[config.mk]
export PLATFORM = sky130hd
export DESIGN_NAME = mc_main_fsm
export DESIGN_NICKNAME = d
export VERILOG_FILES = /design/src/rtl/mc_main_fsm_pkg.sv /design/src/rtl/mc_main_fsm_imm_src_dec.sv /design/src/rtl/mc_main_fsm.sv
export SDC_FILE = /design/constraint.sdc
export NUM_CORES = 1
export LEC_CHECK = 0
export ABC_CLOCK_PERIOD_IN_PS = 2100
export CAP_MARGIN = 20
export CORE_MARGIN = 3
export CORE_UTILIZATION = 42
export CTS_CLUSTER_DIAMETER = 80
export DETAILED_ROUTE_END_ITERATION = 8
export GPL_TIMING_DRIVEN = 1
export PLACE_DENSITY_LB_ADDON = 0.05
export SKIP_LAST_GASP = 1
export SYNTH_ARGS = -nofsm -noshare
export SYNTH_HDL_FRONTEND = slang
export SYNTH_HIERARCHICAL = 1
export SYNTH_SLANG_ARGS = --single-unit
[constraint.sdc]
create_clock -name clk -period 2.1 [get_ports clk]
set_input_delay 0.21 -clock clk [delete_from_list [all_inputs] [get_ports clk]]
set_output_delay 0.21 -clock clk [all_outputs]
set_load 0.01 [all_outputs]
[src/rtl/mc_main_fsm_pkg.sv]
// ---------------------------------------------------------------------------
// mc_main_fsm_pkg
// Shared definitions for the multi-cycle RISC-V main control FSM:
//   - state_e   : 4-bit state encoding (also exported on state_o for debug)
//   - OP_*      : opcode constants recognised by the decoder
//   - SRCA_*, SRCB_*, RES_*, IMM_*, ALUOP_* : datapath select encodings
//   - ctrl_t    : bundle of the per-state (Moore) control outputs
//   - ctrlFor() : maps a state to its Moore control bundle
// ---------------------------------------------------------------------------
package mc_main_fsm_pkg;

   typedef enum logic [3:0] {
      S_FETCH    = 4'd0,
      S_DECODE   = 4'd1,
      S_MEMADR   = 4'd2,
      S_MEMREAD  = 4'd3,
      S_MEMWB    = 4'd4,
      S_MEMWRITE = 4'd5,
      S_EXECR    = 4'd6,
      S_EXECI    = 4'd7,
      S_ALUWB    = 4'd8,
      S_BEQ      = 4'd9,
      S_JAL      = 4'd10,
      S_TRAP     = 4'd11
   } state_e;

   localparam logic [6:0] OP_LOAD   = 7'b0000011;
   localparam logic [6:0] OP_STORE  = 7'b0100011;
   localparam logic [6:0] OP_RTYPE  = 7'b0110011;
   localparam logic [6:0] OP_ITYPE  = 7'b0010011;
   localparam logic [6:0] OP_BRANCH = 7'b1100011;
   localparam logic [6:0] OP_JAL    = 7'b1101111;

   localparam logic [1:0] SRCA_PC    = 2'b00;
   localparam logic [1:0] SRCA_OLDPC = 2'b01;
   localparam logic [1:0] SRCA_RS1   = 2'b10;

   localparam logic [1:0] SRCB_RS2  = 2'b00;
   localparam logic [1:0] SRCB_IMM  = 2'b01;
   localparam logic [1:0] SRCB_FOUR = 2'b10;

   localparam logic [1:0] RES_ALUOUT    = 2'b00;
   localparam logic [1:0] RES_DATA      = 2'b01;
   localparam logic [1:0] RES_ALURESULT = 2'b10;

   localparam logic [1:0] IMM_I = 2'b00;
   localparam logic [1:0] IMM_S = 2'b01;
   localparam logic [1:0] IMM_B = 2'b10;
   localparam logic [1:0] IMM_J = 2'b11;

   localparam logic [1:0] ALUOP_ADD   = 2'b00;
   localparam logic [1:0] ALUOP_SUB   = 2'b01;
   localparam logic [1:0] ALUOP_FUNCT = 2'b10;

   // fetch marks the FETCH state, whose IRWrite/PCUpdate are further
   // qualified by mem_ready; jump is the unconditional PC load of JAL.
   typedef struct packed {
      logic       memReq;
      logic       adrSrc;
      logic       fetch;
      logic       jump;
      logic       branch;
      logic       regWrite;
      logic       memWrite;
      logic [1:0] aluSrcA;
      logic [1:0] aluSrcB;
      logic [1:0] resultSrc;
      logic [1:0] aluOp;
   } ctrl_t;

   // Every field starts at zero so states only list what they assert;
   // TRAP and unused encodings therefore drive an all-zero bundle.
   function automatic ctrl_t ctrlFor(state_e s);
      ctrl_t c;
      c = '0;
      case (s)
         S_FETCH: begin
            c.memReq    = 1'b1;
            c.fetch     = 1'b1;
            c.aluSrcA   = SRCA_PC;
            c.aluSrcB   = SRCB_FOUR;
            c.aluOp     = ALUOP_ADD;
            c.resultSrc = RES_ALURESULT;
         end
         S_DECODE: begin
            c.aluSrcA = SRCA_OLDPC;
            c.aluSrcB = SRCB_IMM;
            c.aluOp   = ALUOP_ADD;
         end
         S_MEMADR: begin
            c.aluSrcA = SRCA_RS1;
            c.aluSrcB = SRCB_IMM;
            c.aluOp   = ALUOP_ADD;
         end
         S_MEMREAD: begin
            c.memReq    = 1'b1;
            c.adrSrc    = 1'b1;
            c.resultSrc = RES_ALUOUT;
         end
         S_MEMWB: begin
            c.regWrite  = 1'b1;
            c.resultSrc = RES_DATA;
         end
         S_MEMWRITE: begin
            c.memReq   = 1'b1;
            c.memWrite = 1'b1;
            c.adrSrc   = 1'b1;
         end
         S_EXECR: begin
            c.aluSrcA = SRCA_RS1;
            c.aluSrcB = SRCB_RS2;
            c.aluOp   = ALUOP_FUNCT;
         end
         S_EXECI: begin
            c.aluSrcA = SRCA_RS1;
            c.aluSrcB = SRCB_IMM;
            c.aluOp   = ALUOP_FUNCT;
         end
         S_ALUWB: begin
            c.regWrite  = 1'b1;
            c.resultSrc = RES_ALUOUT;
         end
         S_BEQ: begin
            c.branch    = 1'b1;
            c.aluSrcA   = SRCA_RS1;
            c.aluSrcB   = SRCB_RS2;
            c.aluOp     = ALUOP_SUB;
            c.resultSrc = RES_ALUOUT;
         end
         S_JAL: begin
            c.jump      = 1'b1;
            c.aluSrcA   = SRCA_OLDPC;
            c.aluSrcB   = SRCB_FOUR;
            c.aluOp     = ALUOP_ADD;
            c.resultSrc = RES_ALUOUT;
         end
         default: c = '0;
      endcase
      return c;
   endfunction

endpackage

[src/rtl/mc_main_fsm_imm_src_dec.sv]
// ---------------------------------------------------------------------------
// imm_src_dec
// Purely combinational opcode -> immediate-format decode, independent of
// the FSM state.
//   opcode_i  [6:0] : instruction opcode field
//   imm_src_o [1:0] : immediate format (I/S/B/J), I for anything unknown
// ---------------------------------------------------------------------------
module imm_src_dec
   import mc_main_fsm_pkg::*;
(
   input  logic [6:0] opcode_i,
   output logic [1:0] imm_src_o
);

   // Unknown opcodes fall back to the I format so the output is never X.
   always_comb begin
      imm_src_o = IMM_I;
      case (opcode_i)
         OP_LOAD,
         OP_ITYPE:  imm_src_o = IMM_I;
         OP_STORE:  imm_src_o = IMM_S;
         OP_BRANCH: imm_src_o = IMM_B;
         OP_JAL:    imm_src_o = IMM_J;
         default:   imm_src_o = IMM_I;
      endcase
   end

endmodule

[src/rtl/mc_main_fsm.sv]
// ---------------------------------------------------------------------------
// mc_main_fsm
// Main control FSM of a multi-cycle RISC-V core (lw, sw, R/I-type, beq, jal).
// Parameters:
//   EN_JAL   : 1 decodes jal, 0 sends it to TRAP
//   MEM_WAIT : 1 honours mem_ready, 0 treats it as always 1
// Ports:
//   clk, rst_n          : clock (rising edge), async active-low reset
//   opcode, mem_ready   : instruction opcode, memory-done handshake
//   mem_req, AdrSrc     : memory request and address select (PC / ALUOut)
//   IRWrite, PCUpdate   : IR load, unconditional PC load
//   Branch              : conditional PC load (qualified by Zero outside)
//   RegWrite, MemWrite  : register-file / data-memory write enables
//   ALUSrcA, ALUSrcB    : ALU operand selects
//   ResultSrc, ALUOp    : result select, ALU-decoder class
//   ImmSrc              : immediate format, combinational from opcode
//   illegal             : sticky unsupported-opcode flag
//   state_o             : current state encoding for debug
// ---------------------------------------------------------------------------
module mc_main_fsm
   import mc_main_fsm_pkg::*;
#(
   parameter bit EN_JAL   = 1'b1,
   parameter bit MEM_WAIT = 1'b1
)
(
   input  logic       clk,
   input  logic       rst_n,
   input  logic [6:0] opcode,
   input  logic       mem_ready,
   output logic       mem_req,
   output logic       AdrSrc,
   output logic       IRWrite,
   output logic       PCUpdate,
   output logic       Branch,
   output logic       RegWrite,
   output logic       MemWrite,
   output logic [1:0] ALUSrcA,
   output logic [1:0] ALUSrcB,
   output logic [1:0] ResultSrc,
   output logic [1:0] ALUOp,
   output logic [1:0] ImmSrc,
   output logic       illegal,
   output logic [3:0] state_o
);

   state_e state_q;
   state_e state_d;
   ctrl_t  ctrl_q;
   logic   illegal_q;
   logic   memReadyEff;
   logic   fetchGo;

   assign memReadyEff = MEM_WAIT ? mem_ready : 1'b1;

   // Next-state selection. Memory states hold until the access completes;
   // TRAP is absorbing and unused encodings also land in TRAP.
   always_comb begin
      state_d = state_q;
      case (state_q)
         S_FETCH: begin
            if (memReadyEff) state_d = S_DECODE;
         end
         S_DECODE: begin
            case (opcode)
               OP_LOAD,
               OP_STORE:  state_d = S_MEMADR;
               OP_RTYPE:  state_d = S_EXECR;
               OP_ITYPE:  state_d = S_EXECI;
               OP_BRANCH: state_d = S_BEQ;
               OP_JAL: begin
                  if (EN_JAL) state_d = S_JAL;
                  else        state_d = S_TRAP;
               end
               default:   state_d = S_TRAP;
            endcase
         end
         S_MEMADR: begin
            if (opcode == OP_LOAD) state_d = S_MEMREAD;
            else                   state_d = S_MEMWRITE;
         end
         S_MEMREAD: begin
            if (memReadyEff) state_d = S_MEMWB;
         end
         S_MEMWB:    state_d = S_FETCH;
         S_MEMWRITE: begin
            if (memReadyEff) state_d = S_FETCH;
         end
         S_EXECR:    state_d = S_ALUWB;
         S_EXECI:    state_d = S_ALUWB;
         S_ALUWB:    state_d = S_FETCH;
         S_BEQ:      state_d = S_FETCH;
         S_JAL:      state_d = S_ALUWB;
         S_TRAP:     state_d = S_TRAP;
         default:    state_d = S_TRAP;
      endcase
   end

   // State, Moore outputs and the sticky illegal flag share one register
   // stage. Outputs are registered from the next state, so they line up
   // with state_q; reset loads the FETCH bundle, making FETCH outputs
   // visible while rst_n is low and killing any write strobe at once.
   always_ff @(posedge clk or negedge rst_n) begin
      if (!rst_n) begin
         state_q   <= S_FETCH;
         ctrl_q    <= ctrlFor(S_FETCH);
         illegal_q <= 1'b0;
      end else begin
         state_q   <= state_d;
         ctrl_q    <= ctrlFor(state_d);
         illegal_q <= illegal_q | (state_d == S_TRAP);
      end
   end

   // The FETCH strobes depend on this cycle's mem_ready, so they are
   // qualified combinationally; they are held off while in reset so the PC
   // never moves while the FSM is pinned in FETCH.
   assign fetchGo   = ctrl_q.fetch & memReadyEff & rst_n;
   assign IRWrite   = fetchGo;
   assign PCUpdate  = ctrl_q.jump | fetchGo;

   assign mem_req   = ctrl_q.memReq;
   assign AdrSrc    = ctrl_q.adrSrc;
   assign Branch    = ctrl_q.branch;
   assign RegWrite  = ctrl_q.regWrite;
   assign MemWrite  = ctrl_q.memWrite;
   assign ALUSrcA   = ctrl_q.aluSrcA;
   assign ALUSrcB   = ctrl_q.aluSrcB;
   assign ResultSrc = ctrl_q.resultSrc;
   assign ALUOp     = ctrl_q.aluOp;
   assign illegal   = illegal_q;
   assign state_o   = state_q;

   imm_src_dec uImmSrcDec (
      .opcode_i  (opcode),
      .imm_src_o (ImmSrc)
   );

endmodule

==> metrics.log, run 1 <==
[metrics] result of the run: complete, no violations
[metrics] worst hold-check path type: in -> async
[metrics] # Max-Cap Violations: 0
[metrics] first-pass GRT wire length: 4310 um
[metrics] critical path's largest stage delay: 0.51 ns
[metrics] vias in the first global route: 964
[metrics] remaining global-route overflow: 0
[metrics] Slew HR: 0.785
[metrics] CTS tree: built
[metrics] Die Area: 3270 um^2
[metrics] start-to-end type of the worst setup path: reg -> reg
[metrics] post-route clock period utilization: 0.985
[metrics] shortest clock period the worst path allows after layout: 2.07 ns
[metrics] cell area after placement: 1600 um^2
[metrics] critical path's slowest cell: sky130_fd_sc_hd__or4b_4
[metrics] number of H-tree levels: 1
[metrics] Hold Slack: 0.266 ns
[metrics] Final setup violation count: 0
[metrics] Num Clock Sinks: 20
[metrics] worst-case register-to-register setup slack: 0.03 ns
[metrics] effective utilization at floorplan: 0.471
[metrics] max-slew violation count: 0
[metrics] startpoint types: register
[metrics] Power Density: 1650 nW/um^2
[metrics] fraction of layout instances using a drive strength above 1: 0.401
[metrics] largest net degree at the start of global routing: 21
[metrics] final hold violations: 0
[metrics] setup repair after global routing missed its margin: yes
[metrics] Yosys cell types: 47
[metrics] vias after detailed routing: 968
[metrics] Clock Root Buffer: sky130_fd_sc_hd__clkbuf_4
[metrics] Synthesis Warnings: 6
[metrics] crit-path cells: buf_4 > nor4b_4 > or4b_4 > nand3_4 > nor2_4 > and3_4 > or3b_1
[metrics] site row count: 17
[metrics] filler cell count: 180
[metrics] startpoint of the lowest-slack register-to-register path: state_o[1]$_DFF_PN0_
[metrics] global router's overall resource usage: 0.165
[metrics] required arrival time at the worst endpoint: 2.33 ns
[metrics] vertical extent of the die: 57.2 um
[metrics] post-route clock skew: 0.00796 ns
[metrics] cell count after synthesis: 104
[metrics] mean routed wirelength per cell: 13.4 um
[metrics] DPL Wire Length: 2000 um
[metrics] Worst Max-Slew Pin Slew: 0.322 ns
[metrics] core footprint: 2340 um^2
[metrics] routability congestion estimate from global placement: 0.825
[metrics] signal arrival time at the worst endpoint: 2.30 ns
[metrics] total number of nets in the final design: 173
[metrics] I/O pin count: 32
[metrics] first drt pass iteration count: 4
[metrics] area of the mapped netlist: 1100 um^2
[metrics] average vias per placed instance: 5.09
[metrics] initial antenna violation count: 0
[metrics] Die X: 57.2 um
[metrics] clock-pin slew on the worst setup and hold paths: 0.11 ns
[metrics] cts bufs inserted: 3
[metrics] post-synthesis sequential element count: 20
[metrics] clock latency on the worst-skew pair: 0.30 ns
[metrics] static power due to leakage: 0.794 nW
[metrics] highest achievable clock rate: 0.484 GHz
[metrics] number of input and output port buffers inserted: 31
[metrics] fraction of power consumed by the clock network: 0.108
[metrics] destination of the worst register-to-register timing path: mem_req$_DFF_PN1_
[metrics] Worst R2R Path Depth: 7
[metrics] switching power share of the total: 0.355
[metrics] P_int: 1.83 mW
[metrics] maximum fanout encountered on the critical timing path: 4
[metrics] combinational power share: 0.661
[metrics] proportion of synthesized chip area in sequential cells: 0.459
[metrics] wire length reported by the detailed router: 2550 um
[metrics] fin area: 1720 um^2
[metrics] antenna diode count: 0
[metrics] synth top area cells: sky130_fd_sc_hd__dfrtp_1 (36%), sky130_fd_sc_hd__dfstp_2 (9.5%), sky130_fd_sc_hd__buf_4 (6.8%)
[metrics] Area Overhead vs Synth: 55.8%
[metrics] Yosys top cell by area: sky130_fd_sc_hd__dfrtp_1
[metrics] type of element capturing the critical path: register
[metrics] worst vdd ir: 1.26 mV
[metrics] count of routing violations after the opening detailed-route iteration: 12
[metrics] worst-case clock buffer depth: 2
[metrics] post-route DRC violation count: 0
[metrics] Net Switching: 1.01 mW
[metrics] synthesized area divided by synthesized cell count: 10.6 um^2
[metrics] Synth Net Count: 114
[metrics] fraction of post-synthesis cell area in the top cell type by area: 0.364
[metrics] power share of the sequential group: 0.231
[metrics] antenna-violating nets left: 0
per-stage QoR:
stage	std cells	power, mW	worst slack [ns]	utilization	TNS, ns
2_1_floorplan	104	1.63	0.000897	-	0
3_3_place_gp	183	2.34	-0.227	0.683	-0.941
4_1_cts	187	2.71	0.00356	0.709	0
5_1_grt	190	3.05	-0.0367	0.733	-0.127
6_report	190	2.84	0.0322	0.733	0
3_5_place_dp	183	2.38	-0.246	0.683	-1.21
state kept, by name (all words and copies together), names as in the netlist:
register,count
Branch,1
ctrl_q,2
AdrSrc,1
ALUSrcA,2
ALUOp,2
illegal,1
state_o,4
ALUSrcB,2
ResultSrc,2
RegWrite,1
mem_req,1
MemWrite,1
cell usage after synthesis (all sizes together):
cell / instances
a22oi: 1
xnor2: 2
nand3: 2
nand3b: 3
nand2: 4
o31a: 1
and4b: 1
o21ai: 3
a311o: 1
or2: 1
a21oi: 4
nor2b: 1
dfstp: 4
nor2: 10
nor4: 1
and2: 3
nor4b: 2
nand2b: 1
nand4: 2
or2b: 2
inv: 2
clkbuf: 1
buf: 12
o22ai: 4
dfrtp: 16
o22a: 1
or4b: 2
and3: 6
or3b: 1
or3: 3
a31o: 2
a21boi: 2
nor3: 2
o41ai: 1
cell usage in the layout, fill, tap and decap left out, types with 3 or more instances in the layout:
master	n
sky130_fd_sc_hd__buf_4	35
sky130_fd_sc_hd__clkdlybuf4s50_1	30
sky130_fd_sc_hd__dfrtp_1	14
sky130_fd_sc_hd__nor2_1	9
sky130_fd_sc_hd__dfstp_2	4
sky130_fd_sc_hd__nand2_1	4
sky130_fd_sc_hd__and3_1	4
sky130_fd_sc_hd__nand3b_1	3
sky130_fd_sc_hd__o22ai_1	3
sky130_fd_sc_hd__a21oi_1	3
sky130_fd_sc_hd__clkbuf_4	3
critical path, delay by kind of cell, from the launching register on:
kind | cells | cell delay, ns
buf+inv | 1 | 0.15
simple gates | 6 | 1.39
flops | 1 | 0.46
layer usage:
layer  share of wire  wire (um)  global-route usage  up-vias
met5               0          0                   0        -
met4          0.0027          7              0.0265        0
met3           0.052        132              0.0520        2
met2            0.51       1290               0.282       23
met1            0.44       1120               0.207      459
li1                -          -                   -      484
worst max path at each step:
| stage | from | endpoint | slack, ns | cells after the start |
|---|---|---|---|---|
| 6_report | state_o[1]$_DFF_PN0_ | mem_req$_DFF_PN1_ | 0.03 | 7 |
| 3_5_place_dp | opcode[2] | mem_req$_DFF_PN1_ | -0.25 | 7 |
| 3_3_place_gp | opcode[2] | mem_req$_DFF_PN1_ | -0.23 | 7 |
| 4_1_cts | state_o[3]$_DFF_PN0_ | mem_req$_DFF_PN1_ | 0.004 | 7 |
| 2_1_floorplan | state_o[0]$_DFF_PN0_ | mem_req$_DFF_PN1_ | 0.0009 | 6 |
| 5_1_grt | state_o[3]$_DFF_PN0_ | AdrSrc$_DFF_PN0_ | -0.04 | 7 |
cells by family (layout without fill, tap and decap cells):
family / count (synthesis) / after routing / synth area share
simple gates: 47 / 47 / 0.307
compound gates: 20 / 20 / 0.125
flops: 20 / 20 / 0.459
buf+inv: 15 / 73 / 0.0932
xor+xnor: 2 / 2 / 0.0159
cell type report:
type                    instances  area (um^2)  area share
flip-flops and latches         20          508       0.296
repair buffers                 67          587       0.342
well taps                      28         35.0      0.0204
multi-input cells              69          526       0.306
inverters                       2         7.51     0.00438
clock inverters                 1         30.0      0.0175
clock buffers                   3         22.5      0.0131
power by group through the flow:
| stage | Clock [mW] | Sequential (mW) | Combinational (mW) |
|---|---|---|---|
| after detailed placement | 0 | 0.653 | 1.73 |
| after global routing | 0.332 | 0.672 | 2.05 |
| after global placement | 0 | 0.648 | 1.69 |
| final | 0.305 | 0.656 | 1.88 |
| after floorplan | 0 | 0.668 | 0.960 |
| after CTS | 0.316 | 0.645 | 1.75 |
what timing repair did:
action | 4_1_cts | 5_1_grt
buffers inserted | 0 | 3
setup endpoints to repair | 8 | 7
hold buffers | 0 | 0
resized for setup | 1 | 10
pin swaps | 0 | 2
Note: power is estimated with default switching activity, not from simulation.
==> run 2: changes to the inputs <==
Settings changed: ABC_AREA set to 0, REMOVE_ABC_BUFFERS set to 1.
==> metrics.log, run 2 (synthesized netlist as in run 1, its figures left out) <==
[metrics] first-pass GRT wire length: 3810 um
[metrics] max FFs per register: 4
[metrics] total number of nets in the final design: 169
[metrics] type of element capturing the critical path: register
[metrics] count of routing violations after the opening detailed-route iteration: 19
[metrics] filler cell count: 180
[metrics] Num Clock Sinks: 20
[metrics] depth of the critical timing path with buffers and inverters included: 6
[metrics] critical path's slowest cell: sky130_fd_sc_hd__or4b_4
[metrics] startpoint of the lowest-slack register-to-register path: state_o[3]$_DFF_PN0_
[metrics] I/O pin count: 32
[metrics] critical path's largest stage delay: 0.50 ns
[metrics] shortest clock period the worst path allows after layout: 2.04 ns
[metrics] start point of the critical path: state_o[3]$_DFF_PN0_
[metrics] post-route clock skew: 0.00341 ns
[metrics] core footprint: 2340 um^2
[metrics] worst path buffer plus inverter count: 0
[metrics] number of H-tree levels: 1
[metrics] vertical extent of the die: 57.2 um
[metrics] first drt pass iteration count: 4
[metrics] Die X: 57.2 um
[metrics] met2 wirelength from detailed routing: 1040 um
[metrics] cts hold-fix bufs: 0
[metrics] maximum fanout encountered on the critical timing path: 5
[metrics] signal arrival time at the worst endpoint: 2.27 ns
[metrics] required arrival time at the worst endpoint: 2.32 ns
[metrics] Area Overhead vs Synth: 50.7%
[metrics] remaining global-route overflow: 0
[metrics] CTS tree: built
[metrics] DP Cell Count: 181
[metrics] initial antenna violation count: 0
[metrics] post-route DRC violation count: 0
[metrics] Worst Max-Slew Pin Slew: 0.293 ns
[metrics] final hold violations: 0
[metrics] routability congestion estimate from global placement: 0.738
[metrics] post-route clock period utilization: 0.973
[metrics] mean routed wirelength per cell: 12.2 um
[metrics] Detail Route met3 WL: 185 um
[metrics] antenna-violating nets left: 0
[metrics] Met1 Routed Length: 1020 um
[metrics] Net Switching: 0.946 mW
[metrics] fraction of layout instances using a drive strength above 1: 0.380
[metrics] P_int: 1.67 mW
[metrics] top library cells by usage in the layout, fill and taps aside: sky130_fd_sc_hd__buf_4 (32), sky130_fd_sc_hd__clkdlybuf4s50_1 (30), sky130_fd_sc_hd__dfrtp_1 (14), sky130_fd_sc_hd__nor2_1 (9)
[metrics] vias after detailed routing: 959
[metrics] share of the core filled with cells: 0.709
[metrics] top sig layer: met4
[metrics] global router's overall resource usage: 0.149
[metrics] Slew HR: 0.802
[metrics] antenna diode count: 0
[metrics] wire length reported by the detailed router: 2270 um
[metrics] highest achievable clock rate: 0.489 GHz
[metrics] worst hold-check path type: in -> async
[metrics] # Max-Cap Violations: 0
[metrics] final std cells w/o fill: 186
[metrics] power share of the sequential group: 0.250
[metrics] startpoint types: register
[metrics] start-to-end type of the worst setup path: reg -> reg
[metrics] combinational power share: 0.668
[metrics] Die Area: 3270 um^2
[metrics] fraction of power consumed by the clock network: 0.081
[metrics] vias in the first global route: 868
[metrics] result of the run: complete, no violations
[metrics] average vias per placed instance: 5.16
[metrics] destination of the worst register-to-register timing path: mem_req$_DFF_PN1_
[metrics] Power Density: 1570 nW/um^2
[metrics] static power due to leakage: 0.766 nW
[metrics] setup repair after global routing missed its margin: yes
[metrics] largest net degree at the start of global routing: 21
[metrics] Final setup violation count: 0
[metrics] worst vdd ir: 1.26 mV
[metrics] Worst R2R Path Depth: 6
[metrics] switching power share of the total: 0.362
[metrics] worst-case register-to-register setup slack: 0.06 ns
[metrics] family with the most delay on the worst path: simple AND/OR/NAND/NOR gates
[metrics] crit-path cells: nor4b_4 > or4b_4 > nand3_4 > nor2_4 > and3_4 > or3b_1
[metrics] commonest non-fill, non-tap cell in the layout: sky130_fd_sc_hd__buf_4
[metrics] number of input and output port buffers inserted: 31
[metrics] effective utilization at floorplan: 0.471
[metrics] cts bufs inserted: 3
[metrics] clock latency on the worst-skew pair: 0.29 ns
[metrics] worst-case clock buffer depth: 2
[metrics] max-slew violation count: 0
[metrics] Clock Root Buffer: sky130_fd_sc_hd__clkbuf_4
[metrics] site row count: 17
[metrics] DPL Wire Length: 1840 um
[metrics] clock-pin slew on the worst setup and hold paths: 0.10 ns
-- run 2: power by group through the flow --
stage	Combinational (mW)	Clock, mW	Sequential (mW)
after CTS	1.73	0.222	0.655
after detailed placement	1.69	0	0.657
final	1.74	0.213	0.653
after floorplan	0.747	0	0.741
after global placement	1.67	0	0.652
after global routing	1.93	0.237	0.676
-- run 2: layout make-up --
cell class              instances  area [um^2]  share of cell area
repair buffers                 63          553               0.333
multi-input cells              69          519               0.313
flip-flops and latches         20          508               0.306
clock buffers                   4         36.3              0.0219
well taps                      28         35.0              0.0211
inverters                       2         7.51             0.00452
-- run 2: worst reg2reg max path: cells and delay by family (launching register included) --
family / cells / cell delay (ns)
flip-flops: 1 / 0.47
AND/OR/NAND/NOR: 6 / 1.51
-- run 2: worst max path at each step --
stage / to / slack, ns
2_1_floorplan: mem_req$_DFF_PN1_ / -0.09
3_3_place_gp: ALUSrcA[1]$_DFF_PN0_ / -0.22
3_5_place_dp: mem_req$_DFF_PN1_ / -0.26
4_1_cts: ImmSrc[0] / 0.004
5_1_grt: mem_req$_DFF_PN1_ / -0.03
6_report: mem_req$_DFF_PN1_ / 0.06
-- run 2: routing by layer --
| metal | track usage | vias to the layer above |
|---|---|---|
| met1 | 0.202 | 443 |
| met3 | 0.0588 | 4 |
| met4 | 0.0232 | 0 |
| met5 | 0 | - |
| met2 | 0.230 | 37 |
| li1 | - | 475 |
-- run 2: stage by stage --
stage / cell area (um^2) / power (mW) / hold slack (ns) / worst slack, ns / TNS [ns]
finish: 1660 / 2.61 / 0.266 / 0.0569 / 0
floorplan: 1010 / 1.49 / -0.0856 / -0.0936 / -0.164
global placement: 1580 / 2.32 / 0.463 / -0.221 / -1.23
detailed placement: 1580 / 2.35 / 0.484 / -0.261 / -1.55
CTS: 1640 / 2.61 / 0.266 / 0.00411 / 0
global route: 1660 / 2.84 / 0.275 / -0.0336 / -0.0513
-- run 2: what timing repair did --
| action | 4_1_cts | 5_1_grt |
|---|---|---|
| gates resized for setup | 5 | 3 |
| gates cloned | 0 | 0 |
| buffers inserted | 0 | 1 |
| endpoints found under the hold margin | 0 | 0 |
| pin swaps | 3 | 2 |
| setup endpoints to repair | 2 | 8 |
==> run 3: changes to the inputs <==
Settings changed: ABC_CLOCK_PERIOD_IN_PS 2100 to 1710, CTS_CLUSTER_DIAMETER 80 to unset, SLEW_MARGIN set to 25.
Clock period 2.1 ns to 1.71 ns, I/O delays scaled along.
==> metrics.log, run 3 (synthesized netlist as in run 1, its figures left out) <==
[metrics] worst path setup slack after routing: -0.457 ns
[metrics] Die X: 57.2 um
[metrics] Worst R2R Path Depth: 7
[metrics] antenna-violating nets left: 0
[metrics] global router's overall resource usage: 0.188
[metrics] worst hold-check path type: in -> async
[metrics] highest achievable clock rate: 0.461 GHz
[metrics] destination of the worst register-to-register timing path: mem_req$_DFF_PN1_
[metrics] Power Density: 2210 nW/um^2
[metrics] CTS tree: built
[metrics] area taken by multi-input logic gates: 619 um^2
[metrics] final hold violations: 0
[metrics] first drt pass iteration count: 4
[metrics] max FFs per register: 4
[metrics] count of routing violations after the opening detailed-route iteration: 16
[metrics] worst vdd ir: 1.54 mV
[metrics] fraction of layout instances using a drive strength above 1: 0.515
[metrics] total number of nets in the final design: 180
[metrics] vertical extent of the die: 57.2 um
[metrics] startpoint of the lowest-slack register-to-register path: state_o[3]$_DFF_PN0_
[metrics] final std cells w/o fill: 197
[metrics] DP Cell Count: 180
[metrics] filler cell count: 152
[metrics] startpoint types: register
[metrics] number of H-tree levels: 1
[metrics] core footprint: 2340 um^2
[metrics] I/O pin count: 32
[metrics] result of the run: complete, but fails checks
[metrics] max-slew violation count: 0
[metrics] antenna diode count: 0
[metrics] Clock Root Buffer: sky130_fd_sc_hd__clkbuf_4
[metrics] cts bufs inserted: 3
[metrics] initial antenna violation count: 0
[metrics] effective utilization at floorplan: 0.471
[metrics] worst-case register-to-register setup slack: -0.46 ns
[metrics] signal arrival time at the worst endpoint: 2.42 ns
[metrics] Worst Max-Slew Pin Slew: 0.384 ns
[metrics] post-route DRC violation count: 0
[metrics] clock-pin slew on the worst setup and hold paths: 0.11 ns
[metrics] setup repair after global routing missed its margin: yes
[metrics] largest net degree at the start of global routing: 21
[metrics] start-to-end type of the worst setup path: reg -> reg
[metrics] Final setup violation count: 14
[metrics] Num Clock Sinks: 20
[metrics] Slew HR: 0.740
[metrics] total area of sequential cells: 507 um^2
[metrics] site row count: 17
[metrics] top library cells by usage in the layout, fill and taps aside: sky130_fd_sc_hd__buf_4 (34), sky130_fd_sc_hd__clkdlybuf4s50_1 (25), sky130_fd_sc_hd__dfrtp_1 (15), sky130_fd_sc_hd__buf_6 (8), sky130_fd_sc_hd__nor2_1 (6)
[metrics] commonest non-fill, non-tap cell in the layout: sky130_fd_sc_hd__buf_4
[metrics] worst-case clock buffer depth: 2
[metrics] maximum fanout encountered on the critical timing path: 5
[metrics] required arrival time at the worst endpoint: 1.96 ns
[metrics] violated checks: setup timing
[metrics] static power due to leakage: 0.894 nW
[metrics] post-route clock skew: 0.0127 ns
[metrics] cts hold-fix bufs: 0
[metrics] number of input and output port buffers inserted: 31
[metrics] routability congestion estimate from global placement: 0.734
[metrics] Total Power: 4.14 mW
[metrics] average vias per placed instance: 5.37
[metrics] clock latency on the worst-skew pair: 0.31 ns
[metrics] shortest clock period the worst path allows after layout: 2.17 ns
[metrics] vias in the first global route: 1025
[metrics] vias after detailed routing: 1057
[metrics] post-route clock period utilization: 1.27
[metrics] # Max-Cap Violations: 0
[metrics] first-pass GRT wire length: 4760 um
[metrics] DPL Wire Length: 1880 um
[metrics] wire length reported by the detailed router: 3130 um
[metrics] Area Overhead vs Synth: 70.1%
[metrics] Die Area: 3270 um^2
[metrics] remaining global-route overflow: 0
[metrics] Worst Setup Slack post-DPL: -0.622 ns
[metrics] type of element capturing the critical path: register
[metrics] mean routed wirelength per cell: 15.9 um
[metrics] Hold Slack: 0.211 ns
## run 3: cell types whose count changed in the layout (fill, tap and decap cells not counted), moves of 2 or more
cell | previous run | this run
sky130_fd_sc_hd__buf_4 | 32 | 34
sky130_fd_sc_hd__buf_6 | 0 | 8
sky130_fd_sc_hd__clkdlybuf4s50_1 | 30 | 25
sky130_fd_sc_hd__dlygate4sd2_1 | 0 | 3
sky130_fd_sc_hd__nor2_1 | 9 | 6
sky130_fd_sc_hd__nor2_2 | 0 | 3
sky130_fd_sc_hd__o21ai_0 | 3 | 1
sky130_fd_sc_hd__o21ai_2 | 0 | 2
sky130_fd_sc_hd__o22ai_1 | 3 | 0
sky130_fd_sc_hd__o22ai_2 | 1 | 3
## run 3: area by class of cell
| class | instances | area share |
|---|---|---|
| inverter | 2 | 0.00401 |
| tap | 28 | 0.0187 |
| clock buffer | 3 | 0.0120 |
| multi-input combinational | 70 | 0.331 |
| sequential | 20 | 0.271 |
| timing repair buffer | 73 | 0.348 |
| clock inverter | 1 | 0.0160 |
## run 3: worst max path at each step
stage / from / end / slack (ns) / cells after the start
floorplan: state_o[3]$_DFF_PN0_ / mem_req$_DFF_PN1_ / -0.48 / 6
global placement: opcode[2] / ALUSrcA[1]$_DFF_PN0_ / -0.61 / 8
detailed placement: opcode[2] / mem_req$_DFF_PN1_ / -0.62 / 7
CTS: state_o[2]$_DFF_PN0_ / mem_req$_DFF_PN1_ / -0.36 / 7
global route: state_o[3]$_DFF_PN0_ / mem_req$_DFF_PN1_ / -0.51 / 7
finish: state_o[3]$_DFF_PN0_ / mem_req$_DFF_PN1_ / -0.46 / 7
## run 3: metal layers
| layer | global-route usage | vias up | part of all wire | routed length (um) |
|---|---|---|---|---|
| met1 | 0.225 | 510 | 0.39 | 1230 |
| li1 | - | 498 | - | - |
| met3 | 0.0566 | 8 | 0.069 | 215 |
| met2 | 0.320 | 41 | 0.52 | 1620 |
| met4 | 0.0695 | 0 | 0.023 | 72 |
| met5 | 0 | - | 0 | 0 |
## run 3: worst max-delay path: stages, from the launching register on
cell and delay (ns):
sky130_fd_sc_hd__dfrtp_1 0.44, sky130_fd_sc_hd__buf_6 0.15, sky130_fd_sc_hd__nor4b_4 0.32, sky130_fd_sc_hd__or4b_4 0.52, sky130_fd_sc_hd__nand3_4 0.12, sky130_fd_sc_hd__or2b_4 0.15, sky130_fd_sc_hd__nor2_2 0.04, sky130_fd_sc_hd__or3b_1 0.36
## run 3: stage by stage
step	util	setup TNS [ns]	area (um^2)
2_1_floorplan	-	-3.49	1010
3_3_place_gp	0.674	-7.22	1580
3_5_place_dp	0.674	-7.97	1580
4_1_cts	0.765	-3.60	1790
5_1_grt	0.801	-5.58	1870
6_report	0.801	-4.58	1870
## run 3: power breakdown
| part | total [mW] | internal, mW | switching (mW) |
|---|---|---|---|
| logic | 2.97 | 1.67 | 1.30 |
| registers | 0.787 | 0.687 | 0.0997 |
| clock network | 0.382 | 0.237 | 0.145 |
## run 3: what timing repair did
action                                  CTS  global route
gates resized for setup                  29            18
endpoints found under the setup margin   18            18
pin swaps                                11             6
setup buffers                            10             2
gates cloned                              1             0
